File: src/rtl/pcm_tx_pkg.sv
// Shared widths, FSM state encoding and frame formatting for the PCM SPI transmitter.
// Defining PCM_TX_PARITY_EN appends an even-parity bit after the sample LSB.
package pcm_tx_pkg;

    localparam int PCM_W = 24;

`ifdef PCM_TX_PARITY_EN
    localparam int FRAME_BITS = PCM_W + 1;
`else
    localparam int FRAME_BITS = PCM_W;
`endif

    typedef enum logic [1:0] {
        IDLE  = 2'd0,
        LOAD  = 2'd1,
        SHIFT = 2'd2,
        GAP   = 2'd3
    } state_t;

    // Parity bit makes the total number of ones in the frame even.
    function automatic logic [FRAME_BITS-1:0] frame_word(input logic [PCM_W-1:0] sample);
`ifdef PCM_TX_PARITY_EN
        return {sample, ^sample};
`else
        return sample;
`endif
    endfunction

endpackage

File: src/rtl/pcm_sync_fifo.sv
// Single-clock FIFO with registered level/full/empty and a combinational head read.
// Latency: a write is visible at rd_dat and in level one cycle later.
// Backpressure: writes while full are ignored unless a read happens in the same cycle.
module pcm_sync_fifo #(
    parameter  int WIDTH = 24,
    parameter  int DEPTH = 8,
    localparam int AW    = $clog2(DEPTH),
    localparam int LW    = AW + 1
) (
    input  logic             clk,
    input  logic             rst_n,
    input  logic             wr_vld,
    input  logic [WIDTH-1:0] wr_dat,
    input  logic             rd_vld,
    output logic [WIDTH-1:0] rd_dat,
    output logic [LW-1:0]    level,
    output logic             full,
    output logic             empty
);
    logic [WIDTH-1:0] mem [DEPTH];
    logic [AW-1:0]    wr_ptr;
    logic [AW-1:0]    rd_ptr;
    logic             wr_ok;
    logic             rd_ok;
    logic [LW-1:0]    level_nxt;

    assign rd_ok  = rd_vld && !empty;
    assign wr_ok  = wr_vld && (!full || rd_ok);
    assign rd_dat = mem[rd_ptr];

    always_comb begin
        level_nxt = level;
        case ({wr_ok, rd_ok})
            2'b10:   level_nxt = level + 1'b1;
            2'b01:   level_nxt = level - 1'b1;
            default: level_nxt = level;
        endcase
    end

    always_ff @(posedge clk or negedge rst_n) begin
        if (!rst_n) begin
            wr_ptr <= '0;
            rd_ptr <= '0;
            level  <= '0;
            full   <= 1'b0;
            empty  <= 1'b1;
        end else begin
            if (wr_ok) wr_ptr <= wr_ptr + 1'b1;
            if (rd_ok) rd_ptr <= rd_ptr + 1'b1;
            level <= level_nxt;
            full  <= (level_nxt == LW'(DEPTH));
            empty <= (level_nxt == '0);
        end
    end

    // Storage needs no reset: pointer reset alone empties the FIFO.
    always_ff @(posedge clk) begin
        if (wr_ok) mem[wr_ptr] <= wr_dat;
    end

endmodule

File: src/rtl/pcm_spi_tx.sv
// PCM sample FIFO feeding a mode-0 SPI frame serializer, MSB first; PCM_TX_PARITY_EN adds even parity.
// Latency: a sample written on cycle t into an idle, empty transmitter drops spi_cs_n at the end of t+2.
// Backpressure: none upstream; samples arriving at a full FIFO are dropped and flagged on sticky ovf.
module pcm_spi_tx
    import pcm_tx_pkg::*;
#(
    parameter int DEPTH   = 8,
    parameter int CLK_DIV = 4
) (
    input  logic                   clk,
    input  logic                   rst_n,
    input  logic [PCM_W-1:0]       pcm_in,
    input  logic                   pcm_valid,
    input  logic                   tx_en,
    input  logic                   ovf_clr,
    output logic                   spi_sclk,
    output logic                   spi_cs_n,
    output logic                   spi_sdo,
    output logic [$clog2(DEPTH):0] fifo_level,
    output logic                   tx_busy,
    output logic                   ovf
);
    localparam int DIV_W = $clog2(CLK_DIV + 1);
    localparam int BIT_W = $clog2(FRAME_BITS + 1);

    state_t                state;
    logic [FRAME_BITS-1:0] shreg;
    logic [DIV_W-1:0]      div_cnt;
    logic [BIT_W-1:0]      bit_cnt;
    logic [PCM_W-1:0]      head;
    logic                  fifo_full;
    logic                  fifo_empty;
    logic                  pop;
    logic                  drop;

    assign pop  = (state == LOAD);
    assign drop = pcm_valid && fifo_full && !pop;

    pcm_sync_fifo #(
        .WIDTH (PCM_W),
        .DEPTH (DEPTH)
    ) u_fifo (
        .clk    (clk),
        .rst_n  (rst_n),
        .wr_vld (pcm_valid),
        .wr_dat (pcm_in),
        .rd_vld (pop),
        .rd_dat (head),
        .level  (fifo_level),
        .full   (fifo_full),
        .empty  (fifo_empty)
    );

    always_ff @(posedge clk or negedge rst_n) begin
        if (!rst_n) begin
            ovf <= 1'b0;
        end else if (drop) begin
            ovf <= 1'b1;
        end else if (ovf_clr) begin
            ovf <= 1'b0;
        end
    end

    always_ff @(posedge clk or negedge rst_n) begin
        if (!rst_n) begin
            state    <= IDLE;
            spi_sclk <= 1'b0;
            spi_cs_n <= 1'b1;
            spi_sdo  <= 1'b0;
            tx_busy  <= 1'b0;
            shreg    <= '0;
            div_cnt  <= '0;
            bit_cnt  <= '0;
        end else begin
            case (state)
                IDLE: begin
                    if (tx_en && !fifo_empty) begin
                        state   <= LOAD;
                        tx_busy <= 1'b1;
                    end
                end
                LOAD: begin
                    shreg    <= frame_word(head);
                    spi_sdo  <= head[PCM_W-1];
                    spi_cs_n <= 1'b0;
                    spi_sclk <= 1'b0;
                    div_cnt  <= '0;
                    bit_cnt  <= '0;
                    state    <= SHIFT;
                end
                SHIFT: begin
                    if (div_cnt == DIV_W'(CLK_DIV - 1)) begin
                        div_cnt  <= '0;
                        spi_sclk <= !spi_sclk;
                        if (!spi_sclk) begin
                            bit_cnt <= bit_cnt + 1'b1;
                        end else begin
                            // Falling edge: next bit out; zeros shift in so sdo ends low.
                            shreg   <= shreg << 1;
                            spi_sdo <= shreg[FRAME_BITS-2];
                            if (bit_cnt == BIT_W'(FRAME_BITS)) state <= GAP;
                        end
                    end else begin
                        div_cnt <= div_cnt + 1'b1;
                    end
                end
                GAP: begin
                    // First GAP cycle is the trailing chip-select hold; then CLK_DIV cycles deselected.
                    spi_cs_n <= 1'b1;
                    if (div_cnt == DIV_W'(CLK_DIV)) begin
                        div_cnt <= '0;
                        state   <= IDLE;
                        tx_busy <= 1'b0;
                    end else begin
                        div_cnt <= div_cnt + 1'b1;
                    end
                end
                default: begin
                    state   <= IDLE;
                    tx_busy <= 1'b0;
                end
            endcase
        end
    end

endmodule

File: config.mk
export PLATFORM = sky130hd
export DESIGN_NAME = pcm_spi_tx
export DESIGN_NICKNAME = d
export VERILOG_FILES = /design/src/rtl/pcm_tx_pkg.sv /design/src/rtl/pcm_sync_fifo.sv /design/src/rtl/pcm_spi_tx.sv
export SDC_FILE = /design/constraint.sdc
export NUM_CORES = 1
export LEC_CHECK = 0
export CAP_MARGIN = 10
export CORE_ASPECT_RATIO = 0.7
export CORE_MARGIN = 1.5
export CORE_UTILIZATION = 25
export CTS_BUF_LIST = sky130_fd_sc_hd__clkbuf_8
export DETAILED_ROUTE_END_ITERATION = 8
export PLACE_DENSITY_LB_ADDON = 0.1
export SETUP_SLACK_MARGIN = 0.1
export SLEW_MARGIN = 20
export SYNTH_ARGS = -nofsm -noshare
export SYNTH_HDL_FRONTEND = slang
export SYNTH_SLANG_ARGS = --single-unit
export TNS_END_PERCENT = 20
File: constraint.sdc
create_clock -name clk -period 3.9 [get_ports clk]
set_clock_uncertainty 0.15 [all_clocks]
set_input_delay 0.585 -clock clk [delete_from_list [all_inputs] [get_ports clk]]
set_output_delay 0.585 -clock clk [all_outputs]
set_load 0.02 [all_outputs]
======== Word-level counts from Yosys, hierarchy flattened ========
Memories as Yosys holds them, arrays and structs flattened.
Index checks and enable logic that the tools add are counted.
storage, ports and cells
  bits in registers ....................... 50
  RAM bits ................................ 192
  input bits .............................. 29
  output and inout bits ................... 9
  memories kept ........................... 1
memory list
  memory      words  width  read ports  clocked after memory_dff  write ports  RTL line             source
  u_fifo.mem  8      24     1           0                         1            pcm_sync_fifo.sv:20  logic [WIDTH-1:0] mem [DEPTH];
operators by class
  add/subtract/negate cells ............... 6
  eq/ne operators ......................... 15
  mux-type cells .......................... 29
  reductions and logical operators ........ 22
operators by type and width
  operator             count
  $mux 23              2
  $pmux 23 s2          1
  $ne 2x2->1 const B   6
  $mux 2               5
  $mux 5               2
  $pmux 5 s2           1
  $add 3x1->3 const B  3
  $mux 1               9
  $pmux 3 s3           1
  $reduce_and 3->1     3
  $pmux 1 s2           4
  $pmux 2 s4           1
  $pmux 4 s2           1
  $reduce_bool 2->1    4
  $eq 2x2->1 const B   3
  $mux 3               2
  $add 5x1->5 const B  1
  $eq 5x5->1 const B   1
  $logic_and 1x1->1    5
  $reduce_and 5->1     1
  $add 4x1->4 const B  1
  $eq 2x1->1 const B   2
  $eq 4x4->1 const B   1
  $logic_not 1->1      4
  other kinds (8)      8

======== Longest topological paths before layout ========
  depth after elaboration ................. 7
  depth in mapped cells ................... 13
  gate-level depth less buffers ........... 12

======== Cells and area by module ========
From an unflattened synthesis, not the netlist that was laid out.
second synthesis, totals
  cells, all modules ...................... 540
  area total of the unflattened synthesis .. 9872.0 um^2
modules (own cells, without submodules)
  module         times used  cells each  area an instance (um^2)  seq. area each (um^2)
  pcm_sync_fifo  1           349         7952.6                   6067.1
  pcm_spi_tx     1           191         1919.3                   952.2

======== Worst setup path after synthesis ========
No wires, ideal clock.
  kind .................................... register to register
  start point ............................. register state[1]
  end point ............................... memory u_fifo.mem[0][0] (enable)
  setup time .............................. 0.435 ns
  arrival time ............................ 2.980 ns
  setup slack ............................. 0.335 ns
  stages on the path, launching flop included .. 8
  clock period less this slack ............ 3.565 ns
  path through ............................ dfrtp_1 > inv_1 > ha_1 > nor2b_1 > clkbuf_1 > o21a_1 > nand2b_1 > nor3_1
between the ends
  longest elaborated chain between the ends .. 6
ends and longest elaborated chain
  what                          RTL line             source
  start, declared               pcm_spi_tx.sv:26     state_t state;
  start signal, assigned        pcm_spi_tx.sv:66     state <= IDLE;
  start signal, assigned        pcm_spi_tx.sv:78     state <= LOAD;
  start signal, assigned        pcm_spi_tx.sv:89     state <= SHIFT;
  $eq 2x1->1                    pcm_spi_tx.sv:36     assign pop = (state == LOAD);
  $logic_and 1x1->1             pcm_sync_fifo.sv:27  assign rd_ok = rd_vld && !empty;
  via u_fifo.rd_ok              pcm_sync_fifo.sv:24  logic rd_ok;
  $logic_or 1x1->1              pcm_sync_fifo.sv:28  assign wr_ok = wr_vld && (!full || rd_ok);
  $logic_and 1x1->1             pcm_sync_fifo.sv:28
  $mux 1                        pcm_sync_fifo.sv:58  if (wr_ok) mem[wr_ptr] <= wr_dat;
  $mux 1 (not written as such)  pcm_sync_fifo.sv:58
  end, declared                 pcm_sync_fifo.sv:20
The timed path passes the listed nets, and every way through them passes these cells.

======== Worst setup path in the final report ========
  start point ............................. register state[1]
  end point ............................... register u_fifo.empty
between the ends
  longest elaborated chain between the ends .. 7
  elaborated cells on any way between the ends .. 8
  classes of those cells .................. 3 x eq/ne; 1 x mux; 4 x reduce/logical
ends and longest elaborated chain
  what                                             RTL line             source
  $eq 2x1->1 *                                     pcm_spi_tx.sv:36
  $logic_and 1x1->1 *                              pcm_sync_fifo.sv:27
  $logic_or 1x1->1                                 pcm_sync_fifo.sv:28
  $logic_and 1x1->1                                pcm_sync_fifo.sv:28
  $eq 2x1->1 / $eq 2x2->1 (equally long branches)  pcm_sync_fifo.sv:33  case ({wr_ok, rd_ok})
  $pmux 4 s2 *                                     pcm_sync_fifo.sv:33
  $logic_not 4->1 *                                pcm_sync_fifo.sv:52  empty <= (level_nxt == '0);
  end signal, assigned                             pcm_sync_fifo.sv:52
  end, declared                                    pcm_sync_fifo.sv:18  output logic empty
Mark *: on every way between the ends. The rest lies on a longest branch, timed or not.
A chain may end at the register's enable or synchronous reset.

==> metrics.txt <==
# TYPE chip_impl_metric gauge
chip_impl_info{name="netlist_top_cells_area",value="edfxtp_1 58%, dfrtp_1 12%, mux4_2 11%"} 1
chip_impl_info{name="critPathMostFrequentCell",value="ha_1"} 1
chip_impl_metric{name="die_height",unit="um"} 170
chip_impl_metric{name="timing.final.hold_violations",unit=""} 0
chip_impl_metric{name="crit_fanout",unit=""} 6
chip_impl_info{name="crit_slowest_cell",value="dfrtp_1"} 1
chip_impl_metric{name="synth.ff_latch_count",unit=""} 242
chip_impl_metric{name="p_leak",unit="nW"} 4.11
chip_impl_metric{name="reg_area",unit="sq um"} 7020
chip_impl_metric{name="holdPathStages",unit=""} 1
chip_impl_metric{name="worst-slew-pin-transition",unit="ns"} 0.794
chip_impl_metric{name="via_count",unit=""} 5175
chip_impl_metric{name="clock_path_buffers",unit=""} 3
chip_impl_metric{name="layoutNonFillerInstCount",unit=""} 1182
chip_impl_info{name="crit_path_cell_trace",value="inv_1 > ha_1 > nor2b_1 > buf_4 > o21a_1 > inv_1 > ha_1 > xor2_1 > ha_1 > a21oi_1 > xnor2_1 > a211o_1 > a211oi_1"} 1
chip_impl_info{name="tritoncts",value="done"} 1
chip_impl_metric{name="layout-drive-gt1-share",unit=""} 0.212
chip_impl_info{name="timing.setup.critical_path_class",value="reg2reg"} 1
chip_impl_metric{name="vdd_drop_max",unit="mV"} 0.268
chip_impl_metric{name="clock_latency",unit="ns"} 0.56
chip_impl_info{name="final_common_cell",value="edfxtp_1"} 1
chip_impl_info{name="main_synth_ff_type",value="edfxtp_1"} 1
chip_impl_metric{name="area_growth_syn_to_layout",unit="%"} 18.8
chip_impl_metric{name="finalWirelength",unit="um"} 22500
chip_impl_metric{name="h-tree-depth",unit=""} 2
chip_impl_metric{name="die_x",unit="um"} 241
chip_impl_metric{name="synthesized_net_count",unit=""} 596
chip_impl_metric{name="io_pins",unit=""} 38
chip_impl_metric{name="gpl.final_weighted_congestion",unit=""} 0.677
chip_impl_metric{name="number_of_instances_in_the_synthesized_netlist",unit=""} 551
chip_impl_info{name="most_frequent_cells_in_the_layout",value="192 x edfxtp_1, 49 x clkbuf_8, 48 x mux4_2"} 1
chip_impl_metric{name="finalHoldWorstSlack",unit="ns"} 0.353
chip_impl_metric{name="cap_violations",unit=""} 0
chip_impl_metric{name="synth_top_area_frac",unit=""} 0.582
chip_impl_metric{name="cts_sink_cnt",unit=""} 242
chip_impl_metric{name="grt_residual_overflow",unit=""} 0
chip_impl_metric{name="finalMaxSlewViolations",unit=""} 0
chip_impl_metric{name="clock.fmax",unit="MHz"} 327
chip_impl_metric{name="drt-pass1-iter-count",unit=""} 4
chip_impl_info{name="worst_hold_path_type",value="reg2reg"} 1
chip_impl_metric{name="largest_net_degree_at_the_start_of_global_routing",unit=""} 33
chip_impl_metric{name="number_of_antenna_violations_at_the_first_check_in_global_routing",unit=""} 0
chip_impl_metric{name="route.detailed.drc",unit=""} 0
chip_impl_metric{name="worst_ep_required_time",unit="ns"} 4.22
chip_impl_info{name="grt_setup_unrepaired",value="no"} 1
chip_impl_metric{name="maxSlewHeadroom",unit=""} 0.471
chip_impl_metric{name="final_util",unit=""} 0.304
chip_impl_metric{name="postSynth.asyncResetShare",unit=""} 0.207
chip_impl_metric{name="placement_rows",unit=""} 60
chip_impl_metric{name="cells_after_dpl",unit=""} 1107
chip_impl_metric{name="worst_setup_hold_path_clk_slew",unit="ns"} 0.06
chip_impl_metric{name="antenna_left",unit=""} 0
chip_impl_metric{name="io_buffer_count",unit=""} 37
chip_impl_metric{name="place_hpwl",unit="um"} 12800
chip_impl_metric{name="routed_via_density",unit=""} 4.38
chip_impl_metric{name="number_of_synthesized_flops_with_an_enable_pin",unit=""} 192
chip_impl_metric{name="post_cts.resized_instances",unit=""} 0
chip_impl_metric{name="antenna_cells",unit=""} 0
chip_impl_metric{name="synth_seq_area_share",unit=""} 0.709
chip_impl_metric{name="die_area",unit="sq um"} 40800
chip_impl_info{name="start_kind",value="flip-flop"} 1
chip_impl_metric{name="post_cts_hold_buffer_count",unit=""} 1
chip_impl_metric{name="postCtsSetupBuffers",unit=""} 0
chip_impl_metric{name="first_global_vias",unit=""} 5542
chip_impl_info{name="setup.worst_path.end_class",value="flip-flop"} 1
chip_impl_metric{name="filler_cells_inserted",unit=""} 3848
chip_impl_metric{name="critical_path_arrival",unit="ns"} 3.38
chip_impl_metric{name="grt_pass1_wl",unit="um"} 34200
chip_impl_metric{name="setup_viol",unit=""} 0
chip_impl_info{name="status",value="complete, no violations"} 1
chip_impl_metric{name="finalCritPeriodShare",unit=""} 0.784
chip_impl_metric{name="post_synth_num_cell_types",unit=""} 43
chip_impl_info{name="cts.root.buffer_cell",value="clkbuf_8"} 1
chip_impl_metric{name="final_net_count",unit=""} 669
chip_impl_metric{name="drt_iter0_drc",unit=""} 324
chip_impl_metric{name="detail_route.wl_per_cell",unit="um"} 19.1
chip_impl_metric{name="grt_util_all_layers",unit=""} 0.114
chip_impl_metric{name="initial_core_util",unit=""} 0.256
chip_impl_metric{name="multi_input_comb_area",unit="sq um"} 2680
chip_impl_metric{name="core",unit="sq um"} 38700
chip_impl_metric{name="power_per_cell_area",unit="nW/um^2"} 758
chip_impl_info{name="synth_largest_area_cell",value="edfxtp_1"} 1
chip_impl_metric{name="finalSetupTns",unit="ns"} 0
chip_impl_metric{name="cts-buffers-inserted",unit=""} 41
chip_impl_metric{name="synthesis.area_per_instance",unit="sq um"} 18.0
chip_impl_metric{name="r2r_cells",unit=""} 13
chip_impl_metric{name="syn-cell-area",unit="sq um"} 9900
chip_impl_metric{name="ys_warn_count",unit=""} 0
chip_impl_metric{name="cpPeakStageDelay",unit="ns"} 0.40
chip_impl_metric{name="finalWorstPathRequiredPeriod",unit="ns"} 3.06
-- area by class of cell --
class / count / area share
well taps: 527 / 0.0560
flip-flops and latches: 242 / 0.597
multi-input cells: 262 / 0.228
clock inverters: 25 / 0.00893
clock buffers: 49 / 0.0573
inverters: 19 / 0.00606
repair buffers: 58 / 0.0468
-- power breakdown --
group          switching, mW  total (mW)  internal (mW)
Clock                   1.03        2.17           1.14
Combinational           1.57        2.99           1.42
Sequential             0.405        3.77           3.36
-- worst paths after layout --
check,start,endpoint,slack [ns]
max reg2reg,state[1]$_DFFE_PN0P_,u_fifo.empty$_DFF_PN1_,0.84
min in group asynchronous,rst_n,div_cnt[1]$_DFFE_PN0P_,0.51
max in group asynchronous,rst_n,shreg[4]$_DFFE_PN0P_,2.28
max,state[1]$_DFFE_PN0P_,u_fifo.empty$_DFF_PN1_,0.84
min reg2reg,ovf$_DFFE_PN0P_,ovf$_DFFE_PN0P_,0.35
min,ovf$_DFFE_PN0P_,ovf$_DFFE_PN0P_,0.35
-- sequential cells by signal, summed over array words and instances, names as in the netlist --
name / cells
shreg: 23
u_fifo.empty: 1
bit_cnt: 5
u_fifo.wr_ptr: 3
u_fifo.full: 1
spi_sclk: 1
spi_cs_n: 1
u_fifo.mem: 192
state: 2
spi_sdo: 1
ovf: 1
u_fifo.level: 4
u_fifo.rd_ptr: 3
div_cnt: 3
tx_busy: 1
-- synthesized netlist by cell type, drive strengths merged (2+ instances only) --
cell type,number
o2bb2ai,4
dfstp,2
nand2,23
nand4b,2
ha,16
nor2,33
mux2,2
nor2b,4
a211oi,2
mux4,48
a211o,2
a221o,22
edfxtp,192
nand2b,7
inv,19
buf,13
xor2,2
nand3,3
mux2i,27
dfrtp,48
nand4,3
a21oi,4
a21o,3
a2bb2oi,2
a22o,20
nor3,3
o21ai,15
xnor2,4
clkbuf,15
-- metrics by stage --
step                      instance area [sq um]  power, mW  setup slack [ns]
after CTS                                 11800       9.13             0.828
after detailed placement                  11000       6.89             0.752
after global placement                    11000       6.84             0.788
after floorplan                            9900       5.88             0.335
final                                     11800       8.92             0.844
after global routing                      11800       9.52             0.539
-- per-layer routing --
metal  wire, um  vias up  global-route usage
li1           -     2345                   -
met1      10900     2684               0.160
met2      10100      102               0.173
met3       1040       44              0.0277
met4        440        0              0.0361
met5          0        -                   0
-- kinds of logic after synthesis --
family          count (synthesis)  share of synthesized area
compound gates                 80                     0.0653
mux                            77                      0.139
simple gates                   83                     0.0385
buf+inv                        47                     0.0229
flops                         242                      0.709
fa+ha+maj                      16                     0.0202
xor+xnor                        6                    0.00531
-- critical path: cells and delay by family (launching register included) --
kind / cells / cell delay, ns
AOI/OAI and AO/OA: 4 / 0.95
adders and majority gates: 3 / 0.61
DFF: 1 / 0.40
buffers and inverters: 3 / 0.40
xor gates and xnor gates: 2 / 0.31
and+or+nand+nor: 1 / 0.13
No activity file was read; power rests on OpenSTA's default activity.
